### config.mk
export PLATFORM = sky130hd
export DESIGN_NAME = uart_cmd_assembler
export DESIGN_NICKNAME = d
export VERILOG_FILES = /design/src/rtl/uart_cmd_assembler.sv
export SDC_FILE = /design/constraint.sdc
export NUM_CORES = 1
export LEC_CHECK = 0
export ABC_AREA = 1
export BUFFER_PORTS_ARGS = -buffer_cell sky130_fd_sc_hd__clkbuf_2
export CORE_ASPECT_RATIO = 0.8
export CORE_MARGIN = 2
export CORE_UTILIZATION = 50
export DETAILED_ROUTE_END_ITERATION = 8
export HOLD_SLACK_MARGIN = 0.05
export PLACE_DENSITY = 0.71
export RECOVER_POWER = 50
export SYNTH_ARGS = -nofsm -noshare
export SYNTH_HDL_FRONTEND = slang
export SYNTH_SLANG_ARGS = --single-unit
### constraint.sdc
create_clock -name clk -period 1.8 [get_ports clk]
set_input_delay 0.09 -clock clk [delete_from_list [all_inputs] [get_ports clk]]
set_output_delay 0.09 -clock clk [all_outputs]
set_load 0.005 [all_outputs]
### src/rtl/uart_cmd_assembler.sv
// Assembles two consecutive UART bytes {high, low} into a 16-bit command,
// with an inter-byte timeout, a consumer handshake and a sticky overrun flag.
module uart_cmd_assembler #(
  parameter int unsigned TIMEOUT_CYCLES = 130200
) (
  input  logic        clk,
  input  logic        rst_n,
  input  logic        rx_rdy,
  input  logic [7:0]  rx_data,
  output logic        clr_rx_rdy,
  input  logic        clr_cmd_rdy,
  output logic [15:0] cmd,
  output logic        cmd_rdy,
  output logic        timeout,
  output logic        overrun
);

  localparam int unsigned CNT_W = (TIMEOUT_CYCLES > 2) ? $clog2(TIMEOUT_CYCLES) : 1;
  localparam logic [CNT_W-1:0] CNT_LAST = CNT_W'(TIMEOUT_CYCLES - 1);

  typedef enum logic {
    ST_HIGH = 1'b0,
    ST_LOW  = 1'b1
  } state_e;

  state_e           state_q, state_d;
  logic [7:0]       hi_q, hi_d;
  logic [CNT_W-1:0] cnt_q, cnt_d;
  logic [15:0]      cmd_q, cmd_d;
  logic             cmd_rdy_q, cmd_rdy_d;
  logic             timeout_q, timeout_d;
  logic             overrun_q, overrun_d;
  logic             run_q;
  logic             consume;

  // run_q keeps the consume strobe low while reset is (or was just) asserted
  assign consume    = rx_rdy & run_q;
  assign clr_rx_rdy = consume;

  // Next-state and next-output logic
  always_comb begin
    state_d   = state_q;
    hi_d      = hi_q;
    cnt_d     = cnt_q;
    cmd_d     = cmd_q;
    cmd_rdy_d = cmd_rdy_q & ~clr_cmd_rdy;
    overrun_d = overrun_q & ~clr_cmd_rdy;
    timeout_d = 1'b0;
    case (state_q)
      ST_HIGH: begin
        if (consume) begin
          hi_d    = rx_data;
          cnt_d   = '0;
          state_d = ST_LOW;
        end
      end
      ST_LOW: begin
        if (consume) begin
          // A byte on the terminal cycle still completes the command
          cmd_d     = {hi_q, rx_data};
          cmd_rdy_d = 1'b1;
          overrun_d = cmd_rdy_q & ~clr_cmd_rdy;
          state_d   = ST_HIGH;
        end else if (cnt_q == CNT_LAST) begin
          hi_d      = '0;
          timeout_d = 1'b1;
          state_d   = ST_HIGH;
        end else begin
          cnt_d = cnt_q + CNT_W'(1);
        end
      end
      default: state_d = ST_HIGH;
    endcase
  end

  always_ff @(posedge clk or negedge rst_n) begin
    if (!rst_n) begin
      state_q   <= ST_HIGH;
      hi_q      <= '0;
      cnt_q     <= '0;
      cmd_q     <= '0;
      cmd_rdy_q <= 1'b0;
      timeout_q <= 1'b0;
      overrun_q <= 1'b0;
      run_q     <= 1'b0;
    end else begin
      state_q   <= state_d;
      hi_q      <= hi_d;
      cnt_q     <= cnt_d;
      cmd_q     <= cmd_d;
      cmd_rdy_q <= cmd_rdy_d;
      timeout_q <= timeout_d;
      overrun_q <= overrun_d;
      run_q     <= 1'b1;
    end
  end

  assign cmd     = cmd_q;
  assign cmd_rdy = cmd_rdy_q;
  assign timeout = timeout_q;
  assign overrun = overrun_q;

endmodule

Yosys cells after proc, flatten, opt, wreduce, memory -nomap -nowiden
Cells that the tools add are included.

$add $sub $neg: 1. Eq/ne operators: 5. Multiplexer cells: 19. Bitwise operators: 5. Reduce and logical (&&, ||, !) cells: 3.

Operator list (number): $mux W17 (3); $pmux W17 S2 (1); $mux W8 (3); $add A17 B1 Y17 const B (1); $eq A17 B17 Y1 const B (1); $pmux W8 S2 (1); $mux W1 (10); $ne A2 B2 Y1 const B (3); $reduce_and A3 Y1 (2); $and A1 B1 Y1 (3); $ne A2 B1 Y1 const B (1); $not A1 Y1 (2); $pmux W1 S2 (1); $reduce_and A2 Y1 (1).

Flip-flop bits (word level): 46. Input port bits: 12. Output and inout bits: 20. Word-level logic and storage cells: 41.

Logic depth before layout (Yosys ltp)
Depth after elaboration: 4. Depth in mapped cells: 10. Gate-level depth less buffers: 10.

Least setup slack after synthesis
No wires, ideal clock.

Path type: register to register. From: register cnt_q[0]. To: register cnt_q[12]. Setup time: 0.129 ns. Data arrival time: 1.281 ns. Setup slack: 0.389 ns. Cell stages (with the launch flop): 11. Cell sequence: dfrtp_1 ha_1 nand2_2 nor2_1 nand2_1 nor2_1 nand2_1 nand2_4 buf_6 nand2_1 o21ai_0.

Word-level cells in the longest chain between the ends: 4. Elaborated cells on any way between the ends: 7.

Ends and longest elaborated chain: from (decl) (RTL line 28) `logic [CNT_W-1:0] cnt_q, cnt_d;`; from (signal assigned) (RTL line 89) `cnt_q <= cnt_d;`; $add A17 B1 Y17 (RTL line 69) `cnt_d = cnt_q + CNT_W'(1);`; $mux W17 (RTL line 64) `end else if (cnt_q == CNT_LAST) begin`; $mux W17 (RTL line 58) `if (consume) begin`; $pmux W17 S2 (RTL line 49) `case (state_q)`.

Parallel ways exist; a longest one is shown, timed or not. The select of a mux whose other input is x is not followed. A chain may end at the register's enable or synchronous reset.

Final worst setup path
From: register cnt_q[0]. To: register cnt_q[4].

Same word-level chain as after synthesis.

==> flow_metrics.py <==
metrics = {
    "worst_setup_path": {
        "crit_family": "simple AND/OR/NAND/NOR gates",
        "end_kind": "register",
        "reg2reg_to": "cnt_q[4]",
        "worstPathArrival_ns": 1.82,
        "r2r_cells": 10,
        "critPathBufInv": 1,
        "crit_top_cell": "nand2_1",
        "cp_slowest_cell": "dfrtp_1",
        "worstReg2RegStart": "cnt_q[0]",
        "cp.depth": 10,
        "cp_max_fo": 27,
        "startpoint_type": "register",
        "criticalPathCategory": "register to register",
        "r2r_slack_ns": 0.17,
        "crit_end": "cnt_q[4]",
        "worstPathCellList": "ha_1, nand2_2, nor2_1, nand2_1, nor2_1, nand2_1, nand2_4, inv_1, nand2_1, nand2_1",
        "worstPathRequired_ns": 1.99,
        "crit_start": "cnt_q[0]",
        "slowest_delay_ns": 0.40,
    },
    "route": {
        "wire_per_inst_um": 12.6,
        "drtAntennaViolNets": 0,
        "drc": 0,
        "drtIter0Drc": 140,
        "wirelength_um": 4830,
        "via_per_inst": 4.93,
        "vias": 1899,
        "dr.pass1.iters": 4,
    },
    "timing": {
        "fmax_mhz": 615,
        "final_max_slew_viol_count": 0,
        "hold_ws_ns": 0.0536,
        "worst_pin_slew_ns": 1.09,
        "tns_ns": 0,
        "finalSetupViolations": 0,
        "min_period_ns": 1.63,
        "slew_headroom": 0.271,
        "finalCritPeriodShare": 0.903,
        "rsz0062_at_grt": "no",
        "clock_skew_ns": 0.00716,
        "hold_violations": 0,
    },
    "clocking": {
        "cts_sinks": 46,
        "clk_path_buf_depth": 2,
        "cts_max_level": 2,
        "cts_resized": 0,
        "cts_tree": "done",
        "clk_pin_slew_ns": 0.09,
        "post-cts-setup-buffer-count": 0,
        "cts_buffers": 5,
        "clk_latency_ns": 0.29,
        "cts-root-buf": "clkbuf_8",
    },
    "global_route": {
        "met1_usage": 0.303,
        "busiest_layer": "met2",
        "met2_usage": 0.312,
        "grt_util_met3": 0.0390,
        "grt_overflow": 0,
        "grt_use_total": 0.203,
        "grt_max_degree": 47,
        "grt_pass1_wl_um": 8130,
        "antenna_found_initial": 0,
        "grt_pass1_vias": 1703,
    },
    "synthesis": {
        "ys_types": 22,
        "synth-simple-area-share": 0.305,
        "synth_top_family_by_area": "simple AND/OR/NAND/NOR gates",
        "async_flop_share": 1.00,
        "netlist_instances": 277,
        "synth_compound_area_frac": 0.0381,
        "synth.area.mux_share": 0.0784,
        "synth_fa_ha_area_frac": 0.00544,
        "synth_edf_count": 0,
        "ys_warn_count": 0,
        "synth_nets": 290,
        "ys_seq_elements": 46,
        "ys_seq_area_frac": 0.501,
        "ys.flop_type": "dfrtp_1",
        "syn-cell-area_um2": 2300,
        "synth_xor_area_frac": 0.00381,
        "avgSynthCellArea_um2": 8.30,
    },
    "finish": {
        "diodes": 0,
        "layout_commonest_cell": "nand2_1",
        "synthToLayoutAreaGrowth_pct": 17.9,
        "multi_input_area_um2": 993,
        "final_cell_mix": "91 x nand2_1, 46 x dfrtp_1, 30 x nand3_1",
        "ff_latch_area_um2": 1150,
        "fin_nets": 337,
        "fillers": 433,
        "drive_above_1_share": 0.191,
    },
    "die": {
        "die-area_um2": 5160,
        "coreArea_um2": 4510,
        "chipHeight_um": 64.6,
        "rows": 22,
        "die_w_um": 79.8,
        "initial_core_util": 0.509,
        "io-pin-count": 32,
    },
    "placement": {
        "gp_congestion": 0.879,
        "dp_hpwl_um": 3400,
        "port_buffers": 31,
    },
    "power": {
        "finalPower_uw": 2810,
        "ir_worst_vdd_mv": 0.602,
        "power.density_nw_per_um2": 1040,
        "p_leak_uw": 0.00131,
    },
    "run": {
        "maxCapViolations": 0,
    },
    "run_status": {
        "outcome": "completed",
    },
    "worst_hold_path": {
        "hold_class": "input port to register",
    },
}
state kept, by name, indices dropped and copies added (netlist names):
name / cells
cmd: 16
timeout: 1
cnt_q: 17
hi_q: 8
state_q: 1
cmd_rdy: 1
overrun: 1
run_q: 1
per-layer routing:
layer,vias up,wire length [um]
met5,-,0
met4,0,44
met3,7,149
met2,32,2220
met1,879,2410
li1,981,-
worst reg2reg max path, delay by kind of cell (launching register included):
| family | cells | cell delay (ns) |
|---|---|---|
| adder cells (fa/ha/maj) | 1 | 0.20 |
| flip-flops | 1 | 0.40 |
| buffers and inverters | 1 | 0.10 |
| AND/OR/NAND/NOR | 8 | 0.82 |
where the power goes:
| group | internal [uW] | switching, uW |
|---|---|---|
| registers | 1270 | 151 |
| logic | 300 | 320 |
| clock network | 415 | 349 |
what timing repair did:
action,in CTS,in global routing
hold buffers,9,0
endpoints found under the setup margin,0,0
endpoints found under the hold margin,59,0
cells in the mapped netlist, types with 2 or more instances:
master | instances | share of area
inv_1 | 27 | 0.044
buf_4 | 2 | 0.0065
o21ai_0 | 14 | 0.030
mux2_2 | 16 | 0.078
nand2_2 | 2 | 0.0054
o21ai_2 | 2 | 0.0076
buf_6 | 3 | 0.015
nand3_1 | 30 | 0.065
nand2_1 | 91 | 0.15
nand4_1 | 6 | 0.016
nor2_2 | 3 | 0.0082
dfrtp_1 | 46 | 0.50
nor2_1 | 26 | 0.042
worst min-delay path by stage:
stage               cells past startpoint        start         to  slack [ns]
detailed placement                      2        rst_n  cnt_q[10]        0.21
floorplan                               0        rst_n     cmd[0]       -0.21
global route                            4  clr_cmd_rdy    cmd_rdy        0.07
global placement                        2        rst_n  cnt_q[15]        0.21
CTS                                     4  clr_cmd_rdy    cmd_rdy        0.05
finish                                  4  clr_cmd_rdy    cmd_rdy        0.05
stage by stage:
step,worst slack [ns],area [um^2],utilization,instances
6_report,0.174,2710,0.600,385
5_1_grt,0.0232,2710,0.600,385
4_1_cts,0.176,2720,0.603,385
3_5_place_dp,0.191,2520,0.558,368
3_3_place_gp,0.260,2520,0.558,368
2_1_floorplan,0.389,2300,-,277
final cells by class:
class,instances,area share
clock buffer,6,0.0268
clock inverter,2,0.0139
inverter,27,0.0374
multi-input combinational,198,0.367
sequential,46,0.425
tap,60,0.0277
timing repair buffer,46,0.103
logic make-up after synthesis:
kind of cell / after synthesis
AND/OR/NAND/NOR: 163
flip-flops: 46
buffers and inverters: 33
AO/OA/AOI/OAI: 16
multiplexers: 16
adder cells (fa/ha/maj): 1
other: 1
XOR/XNOR: 1
Note: power is estimated with default switching activity, not from simulation.
